`src/rtl/uart_image_loader.sv`:
```
`default_nettype none
// ============================================================================
//  Module      : uart_image_loader
//  Description : Receives 8N1 UART bytes and writes each one, zero-extended,
//                to consecutive data-memory byte addresses starting at a
//                captured base address, for a captured byte count.
//  Revision    : 1.0 - initial release
// ============================================================================
module uart_image_loader #(
  parameter int CLKS_PER_BIT = 434
) (
  input  logic        clk,
  input  logic        reset,
  input  logic        rx,
  input  logic        start,
  input  logic [31:0] base_addr,
  input  logic [31:0] length,
  output logic        wr_enable,
  output logic [31:0] mem_addr,
  output logic [31:0] mem_data,
  output logic        busy,
  output logic        done,
  output logic        frame_err
);

  // Timer wide enough to hold CLKS_PER_BIT-1 without truncation.
  localparam int TMR_W = $clog2(CLKS_PER_BIT + 1);
  localparam logic [TMR_W-1:0] c_tmr_full = TMR_W'(CLKS_PER_BIT - 1);
  localparam logic [TMR_W-1:0] c_tmr_half = TMR_W'(CLKS_PER_BIT / 2 - 1);

  typedef enum logic [2:0] {
    S_IDLE       = 3'd0,
    S_WAIT_START = 3'd1,
    S_START_BIT  = 3'd2,
    S_DATA_BITS  = 3'd3,
    S_STOP_BIT   = 3'd4,
    S_WRITE      = 3'd5,
    S_FINISH     = 3'd6
  } state_t;

  state_t             r_state;
  state_t             w_state_nxt;
  logic               r_rx_meta;
  logic               r_rx_sync;
  logic [TMR_W-1:0]   r_timer;
  logic [2:0]         r_bitcnt;
  logic [7:0]         r_shift;
  logic [31:0]        r_count;
  logic [31:0]        r_base;
  logic [31:0]        r_len;
  logic               r_frame_err;
  logic [31:0]        r_mem_addr;
  logic [31:0]        r_mem_data;

  logic               w_tmr_zero;
  logic [31:0]        w_count_p1;
  logic               w_accept;
  logic               w_tmr_half;
  logic               w_tmr_full;
  logic               w_sample;
  logic               w_frame_set;
  logic               w_load_out;
  logic               w_count_inc;

  assign w_tmr_zero = (r_timer == '0);
  assign w_count_p1 = r_count + 32'd1;
  assign mem_addr   = r_mem_addr;
  assign mem_data   = r_mem_data;
  assign frame_err  = r_frame_err;

  // Two-flop synchronizer for the asynchronous serial line, idling high.
  always_ff @(posedge clk or posedge reset) begin
    if (reset) begin
      r_rx_meta <= 1'b1;
      r_rx_sync <= 1'b1;
    end else begin
      r_rx_meta <= rx;
      r_rx_sync <= r_rx_meta;
    end
  end

  // State register.
  always_ff @(posedge clk or posedge reset) begin
    if (reset) r_state <= S_IDLE;
    else       r_state <= w_state_nxt;
  end

  // Next-state decode, datapath control strobes and status outputs.
  always_comb begin
    w_state_nxt = r_state;
    w_accept    = 1'b0;
    w_tmr_half  = 1'b0;
    w_tmr_full  = 1'b0;
    w_sample    = 1'b0;
    w_frame_set = 1'b0;
    w_load_out  = 1'b0;
    w_count_inc = 1'b0;
    wr_enable   = 1'b0;
    done        = 1'b0;
    busy        = 1'b1;
    case (r_state)
      S_IDLE: begin
        busy = 1'b0;
        if (start) begin
          w_accept    = 1'b1;
          w_state_nxt = (length == 32'd0) ? S_FINISH : S_WAIT_START;
        end
      end
      S_WAIT_START: begin
        if (!r_rx_sync) begin
          w_tmr_half  = 1'b1;
          w_state_nxt = S_START_BIT;
        end
      end
      S_START_BIT: begin
        // Re-check the line at mid start bit; a high line was only a glitch.
        if (w_tmr_zero) begin
          if (!r_rx_sync) begin
            w_tmr_full  = 1'b1;
            w_state_nxt = S_DATA_BITS;
          end else begin
            w_state_nxt = S_WAIT_START;
          end
        end
      end
      S_DATA_BITS: begin
        if (w_tmr_zero) begin
          w_sample   = 1'b1;
          w_tmr_full = 1'b1;
          if (r_bitcnt == 3'd7) w_state_nxt = S_STOP_BIT;
        end
      end
      S_STOP_BIT: begin
        if (w_tmr_zero) begin
          if (r_rx_sync) begin
            w_load_out  = 1'b1;
            w_state_nxt = S_WRITE;
          end else begin
            w_frame_set = 1'b1;
            w_state_nxt = S_WAIT_START;
          end
        end
      end
      S_WRITE: begin
        wr_enable   = 1'b1;
        w_count_inc = 1'b1;
        w_state_nxt = (w_count_p1 == r_len) ? S_FINISH : S_WAIT_START;
      end
      S_FINISH: begin
        done        = 1'b1;
        busy        = 1'b0;
        w_state_nxt = S_IDLE;
      end
      default: begin
        busy        = 1'b0;
        w_state_nxt = S_IDLE;
      end
    endcase
  end

  // Datapath: bit timer, shift register, load bookkeeping and write port.
  always_ff @(posedge clk or posedge reset) begin
    if (reset) begin
      r_timer     <= '0;
      r_bitcnt    <= 3'd0;
      r_shift     <= 8'd0;
      r_count     <= 32'd0;
      r_base      <= 32'd0;
      r_len       <= 32'd0;
      r_frame_err <= 1'b0;
      r_mem_addr  <= 32'd0;
      r_mem_data  <= 32'd0;
    end else begin
      if (w_tmr_half)       r_timer <= c_tmr_half;
      else if (w_tmr_full)  r_timer <= c_tmr_full;
      else if (!w_tmr_zero) r_timer <= r_timer - TMR_W'(1);

      if (w_tmr_half) r_bitcnt <= 3'd0;
      else if (w_sample) r_bitcnt <= r_bitcnt + 3'd1;

      // LSB arrives first, so shift in from the top.
      if (w_sample) r_shift <= {r_rx_sync, r_shift[7:1]};

      if (w_accept) begin
        r_base      <= base_addr;
        r_len       <= length;
        r_count     <= 32'd0;
        r_frame_err <= 1'b0;
      end else begin
        if (w_count_inc) r_count <= w_count_p1;
        if (w_frame_set) r_frame_err <= 1'b1;
      end

      // Address/data are loaded on entry to WRITE and then held.
      if (w_load_out) begin
        r_mem_addr <= r_base + r_count;
        r_mem_data <= {24'd0, r_shift};
      end
    end
  end

endmodule
`default_nettype wire
```
`config.mk`:
```
export PLATFORM = sky130hd
export DESIGN_NAME = uart_image_loader
export DESIGN_NICKNAME = d
export VERILOG_FILES = /design/src/rtl/uart_image_loader.sv
export SDC_FILE = /design/constraint.sdc
export NUM_CORES = 1
export LEC_CHECK = 0
export ABC_AREA = 0
export CAP_MARGIN = 5
export CORE_UTILIZATION = 45
export CTS_CLUSTER_DIAMETER = 50
export DETAILED_ROUTE_END_ITERATION = 10
export PLACE_DENSITY = 0.68
export SLEW_MARGIN = 20
export SYNTH_ARGS = -nofsm -noshare
export SYNTH_HDL_FRONTEND = slang
export SYNTH_SLANG_ARGS = --single-unit
```
`constraint.sdc`:
```
create_clock -name clk -period 6.8 [get_ports clk]
set_input_delay 0.68 -clock clk [delete_from_list [all_inputs] [get_ports clk]]
set_output_delay 0.68 -clock clk [all_outputs]
set_load 0.02 [all_outputs]
```
==> run_results.csv, run 1 <==
group,metric,value,unit
run_status,outcome,"finished, final reports clean",
global_routing,grt_pass1_vias,7319,
sta,clock.fmax,250.9,MHz
clocking,cts.sinks,162,
sta,worst_pin_slew,1140,ps
placement,gp_congestion,0.8853,
critical_path,criticalPathCategory,"reg -> out",
final_layout,syn2layout_area_growth,17.42,%
critical_path,crit_arrival,3310,ps
die,core-area,21220,um^2
routing,routed_wl,24020,um
final_layout,final_common_cell,"dfrtp_1",
pwr,p_clk_frac,0.414,
critical_path,cpMaxStageDelayCell,"clkinv_1",
logic_synthesis,yosys_warnings,0,
critical_path,ff2ff_path_depth,5,
routing,avgRoutedWirePerCell,17.37,um
pwr,p_switching,588.1,uW
pwr,leakagePower,0.004999,uW
clocking,h-tree-depth,4,
clocking,postCtsSetupBuffers,0,
pwr,peakVddDrop,0.1390,mV
sta,finClkSkew,8.949,ps
sta,relSlewSlack,0.2389,
global_routing,overflow,0,
clocking,cts_tree,"done",
pwr,p_int,1591,uW
critical_path,critical_path_required,6120,ps
logic_synthesis,synth_ff_type,"dfrtp_1",
routing,drc,0,
die,die_y,149.8,um
routing,vias,7889,
logic_synthesis,avgSynthCellArea,9.681,um^2
logic_synthesis,synth-seq-cells,162,
logic_synthesis,yosysSeqAreaShare,0.4124,
sta,fin_crit,3986,ps
clocking,clock-root-buffer,"clkbuf_16",
logic_synthesis,ys_types,69,
pwr,power_density,188.7,nW/um^2
pwr,power_frac_seq,0.462,
routing,met3_length,1412,um
routing,drt_pre_antenna_iters,5,
logic_synthesis,synthCells,1016,
sta,hold_viol,0,
sta,finalMaxSlewViolations,0,
routing,top_layer,"met4",
clocking,cts_hold_buf,0,
clocking,clk-insertion-delay-late,440,ps
global_routing,grt_pass1_wl,39320,um
pwr,p_comb_frac,0.125,
clocking,clk_pin_slew,70,ps
sta,fin_hold_ws,361.8,ps
hold_path,min_path_type,"reg -> reg",
final_layout,diodes,0,
placement,numPortBuffers,111,
die,initial_core_util,0.4635,
logic_synthesis,synth_largest_area_cell,"dfrtp_1",
logic_synthesis,synth_area_leaders,"dfrtp_1 (41%), mux2_2 (9.2%), o21ai_0 (4.5%)",
routing,drt_first_iter_violations,542,
sta,setup_viol,0,
logic_synthesis,synth_top_area_share,0.4071,
critical_path,cp-end-kind,"primary output",
critical_path,cp_cell_sequence,"or2_2 -> clkinv_1 -> clkdlybuf4s50_1",
die,die_width,149.8,um
global_routing,track_usage,0.2272,
pwr,p_sw_frac,0.2699,
sta,setup_tns,0,ps
global_routing,grt_max_degree,90,
final_layout,drive_above_1_share,0.1264,
clocking,clockBufferDepth,2,
sta,rsz0062_at_grt,"false",
hold_path,min_path_cells,0,
logic_synthesis,syn_area,9836,um^2
die,pin_count,136,
routing,viasPerCell,5.704,
critical_path,critPathLaunchType,"register",
clocking,numCtsBuffers,17,
critical_path,crit_path_max_incr_delay,750,ps
flow_run,cap_violations,0,
routing,drt-met1-wl,11980,um
placement,dpl.hpwl,17650,um
die,die-area,22450,um^2
logic_synthesis,async_reset_ff_frac,1.000,
die,fp-row-count,53,
global_routing,antenna_found_initial,0,
final_layout,fin_util,0.5442,
clocking,cts-resized-gates,0,
final_layout,final_cell_mix,"dfrtp_1 (160), clkdlybuf4s50_1 (111), o21ai_0 (88)",
final_layout,nets,1199,
critical_path,cp_max_fo,41,
logic_synthesis,synth_edf_count,0,
routing,detail-route-antenna-nets,0,
sta,layout_worst_path_cycle_share,0.5862,
routing,wl_met2,10220,um
==> critical path: cells and delay by family (launching register included) <==
kind	cells	cell delay [ps]
buf+inv	2	1490
simple gates	1	700
flops	1	650
==> power groups by stage <==
stage | clock, uW | sequential, uW | combinational (uW)
3_5_place_dp | 0 | 1020 | 271
6_report | 902 | 1010 | 271
3_3_place_gp | 0 | 1020 | 268
5_1_grt | 965 | 1010 | 303
2_1_floorplan | 0 | 1010 | 198
4_1_cts | 927 | 1010 | 272
==> registers in the layout (all words and copies together), names as in the netlist <==
register   count
mem_addr      32
mem_data       8
r_shift        8
r_count       32
frame_err      1
r_len         32
r_base        32
r_bitcnt       3
r_timer        9
r_rx_sync      1
r_state        3
r_rx_meta      1
==> worst paths after layout <==
check	endpoint	from	slack [ps]
worst max register to register	r_count[22]	r_state[1]	3130
max in group asynchronous	r_len[26]	reset	4520
min in group asynchronous	mem_addr[2]	reset	790
worst max-delay path	wr_enable	r_state[1]	2810
worst min register to register	r_rx_sync	r_rx_meta	360
worst min-delay path	r_rx_sync	r_rx_meta	360
==> cells in the mapped netlist (3+ instances only) <==
library cell	instances
and3_1	7
o22ai_1	3
a31oi_1	6
buf_6	3
nand4_1	21
xor2_1	28
nand2_1	87
or4_1	5
nor4b_1	3
nor2b_1	9
nand3_2	3
or4_4	4
o41ai_1	8
o311ai_0	3
clkbuf_1	37
a21o_1	10
and4_1	6
mux2_2	80
o21ai_0	88
nand3_1	36
ha_1	35
o21a_1	10
nor4_1	22
buf_4	28
xnor2_1	42
a21boi_0	3
nor3_1	18
inv_1	23
or3_1	14
mux2i_1	5
a211oi_1	13
o31ai_1	15
a2111oi_0	3
a21oi_1	46
buf_2	10
dfrtp_1	160
and2_1	5
nor3b_1	9
nor2_1	54
o211ai_1	4
nand2b_1	14
==> final cells by class <==
cell class              count  area (um^2)
clock buffers              18        439.2
clock inverters            14        108.9
flip-flops and latches    162         4056
well taps                 275        344.1
multi-input cells         773         5349
repair buffers            117         1156
inverters                  24        95.09
fillers                  1921         9672
==> layer usage <==
layer  global-route usage  vias up
met3              0.05061       27
met1               0.3357     3739
li1                     -     3835
met4              0.06869        0
met5                    0        -
met2               0.3285      288
==> cells by family (layout without fill, tap and decap cells) <==
logic type,after synthesis,in the layout,share of synthesized area
buffers and inverters,104,173,0.05394
muxes,85,85,0.09668
xor gates and xnor gates,72,72,0.06717
adders and majority gates,36,36,0.04656
other,1,24,0.0003813
and+or+nand+nor,324,324,0.1761
DFF,162,162,0.4124
AOI/OAI and AO/OA,232,232,0.1468
==> stage by stage <==
| stage | setup WS (ps) | power, uW | instance area, um^2 | cells |
|---|---|---|---|---|
| 2_1_floorplan | 1747 | 1212 | 9922 | 1039 |
| 3_3_place_gp | 3262 | 1291 | 11000 | 1351 |
| 3_5_place_dp | 3173 | 1295 | 11000 | 1351 |
| 4_1_cts | 2790 | 2205 | 11550 | 1383 |
| 5_1_grt | 2580 | 2275 | 11550 | 1383 |
| 6_report | 2814 | 2179 | 11550 | 1383 |
(Power assumes the default switching activity.)
==> run 2, diff against run 1 <==
Clock period 6.8 ns to 3.7 ns, I/O delays scaled along.
==> run 2 against run 1 <==
  * Worst setup slack got worse by 2400 ps
  * Clock power rose by 100%
  * Global-route usage fell by 0.28 points
  * Die area did not move
  * Utilization rose by 0.78 points
  * Total power rose by 91%
  * Critical path depth rose by 6
  * Worst hold slack got worse by 28 ps
  * Sequential share of layout area fell by 0.50 points
  * Clock skew rose by 2.3 ps
==> run_results.csv, run 2 (synthesized netlist as in run 1, its figures left out) <==
group,metric,value,unit
final_layout,final_common_cell,"dfrtp_1",
placement,dpl.hpwl,17860,um
die,die_y,149.8,um
sta,setup_ws,450.9,ps
routing,detail-route-antenna-nets,0,
clocking,numCtsBuffers,17,
placement,place_worst_setup_slack,518.1,ps
sta,hold_viol,0,
critical_path,cp_cell_sequence,"ha_1 -> nand4_1 -> or4_4 -> a32o_1 -> nor4_1 -> nand4_1 -> or4_4 -> o21ai_2 -> o221a_2",
run_status,outcome,"finished, final reports clean",
global_routing,grt_max_degree,163,
global_routing,overflow,0,
critical_path,cp-end-kind,"register",
die,core-area,21220,um^2
sta,relSlewSlack,0.4234,
placement,gp_congestion,0.9394,
routing,viasPerCell,5.654,
sta,finClkSkew,11.20,ps
critical_path,path_buf_inv,0,
pwr,p_total,4155,uW
clocking,h-tree-depth,4,
routing,drc,0,
global_routing,antenna_found_initial,0,
routing,drt_pre_antenna_iters,5,
critical_path,critical_path_required,4080,ps
final_layout,fin_util,0.5521,
routing,vias,7882,
sta,clock.fmax,307.8,MHz
global_routing,grt_pass1_wl,38820,um
routing,avgRoutedWirePerCell,17.22,um
clocking,clockBufferDepth,2,
sta,setup_viol,0,
hold_path,hp-start,"rx",
pwr,leakagePower,0.005090,uW
clocking,clk-insertion-delay-late,440,ps
die,initial_core_util,0.4635,
global_routing,track_usage,0.2244,
sta,setup_tns,0,ps
clocking,clock-root-buffer,"clkbuf_16",
final_layout,nets,1210,
final_layout,area.sequential,4056,um^2
die,pin_count,136,
critical_path,crit-reg2reg-capture,"r_state[1]",
critical_path,cp_max_fo,6,
clocking,postCtsSetupBuffers,0,
die,fp-row-count,53,
clocking,clk_pin_slew,70,ps
critical_path,crit_path_max_incr_delay,580,ps
final_layout,n_fill_cell,1885,
clocking,cts_tree,"done",
clocking,cts_hold_buf,0,
hold_path,min_path_cells,1,
critical_path,ff2ff_path_depth,9,
die,die-area,22450,um^2
final_layout,diodes,0,
final_layout,syn2layout_area_growth,19.11,%
clocking,cts-resized-gates,0,
routing,routed_wl,24010,um
final_layout,drive_above_1_share,0.1340,
hold_path,hold_end,"r_rx_meta",
critical_path,criticalPathCategory,"reg -> reg",
sta,finalMaxSlewViolations,0,
clocking,cts.sinks,162,
sta,worst_pin_slew,864.9,ps
flow_run,cap_violations,0,
global_routing,grt_pass1_vias,7201,
placement,numPortBuffers,111,
die,die_width,149.8,um
critical_path,crit_family,"simple AND/OR/NAND/NOR gates",
critical_path,critPathLaunchType,"register",
final_layout,final_cell_mix,"dfrtp_1 (160), clkdlybuf4s50_1 (111), o21ai_0 (88)",
critical_path,cpMaxStageDelayCell,"or4_4",
critical_path,timing.rr.start,"r_count[0]",
final_layout,multi_input_area,5346,um^2
pwr,peakVddDrop,0.2522,mV
sta,rsz0062_at_grt,"false",
hold_path,min_path_type,"in -> reg",
sta,layout_worst_path_cycle_share,0.8781,
pwr,power_density,354.7,nW/um^2
routing,drt_first_iter_violations,547,
critical_path,r2r_slack,450,ps
sta,fin_crit,3249,ps
critical_path,crit_arrival,3620,ps
## run 2: final cells by class
cell class              instances  area share
clock buffers                  17     0.03631
clock inverters                15     0.01474
inverters                      24    0.008010
multi-input cells             773      0.4564
flip-flops and latches        162      0.3463
well taps                     275     0.02937
repair buffers                128      0.1089
## run 2: how the worst max path moves through the flow
stage	from	to	slack [ps]	cells after the start
3_3_place_gp	r_count[0]	r_state[1]	540	9
5_1_grt	r_count[0]	r_state[1]	280	9
4_1_cts	r_count[0]	r_state[1]	490	9
3_5_place_dp	r_count[0]	r_state[1]	520	9
2_1_floorplan	r_count[0]	r_state[1]	840	10
6_report	r_count[0]	r_state[1]	450	9
## run 2: metrics by stage
step           area, um^2  cells  hold slack, ps
2_1_floorplan        9926   1039           345.2
3_3_place_gp        11120   1362           349.2
3_5_place_dp        11120   1362           348.7
4_1_cts             11720   1394           316.6
5_1_grt             11720   1394           316.2
6_report            11720   1394           333.3
## run 2: power by group
part	switching [uW]	internal, uW
Sequential	40.8	1810
Clock	788	1010
Combinational	266	236
Total	1100	3060
## run 2: routing by layer
| metal | up-vias | track usage | part of all wire |
|---|---|---|---|
| li1 | 3853 | - | - |
| met1 | 3715 | 0.3333 | 0.50 |
| met2 | 283 | 0.3294 | 0.43 |
| met3 | 31 | 0.03659 | 0.058 |
| met4 | 0 | 0.07475 | 0.017 |
| met5 | - | 0 | 0 |
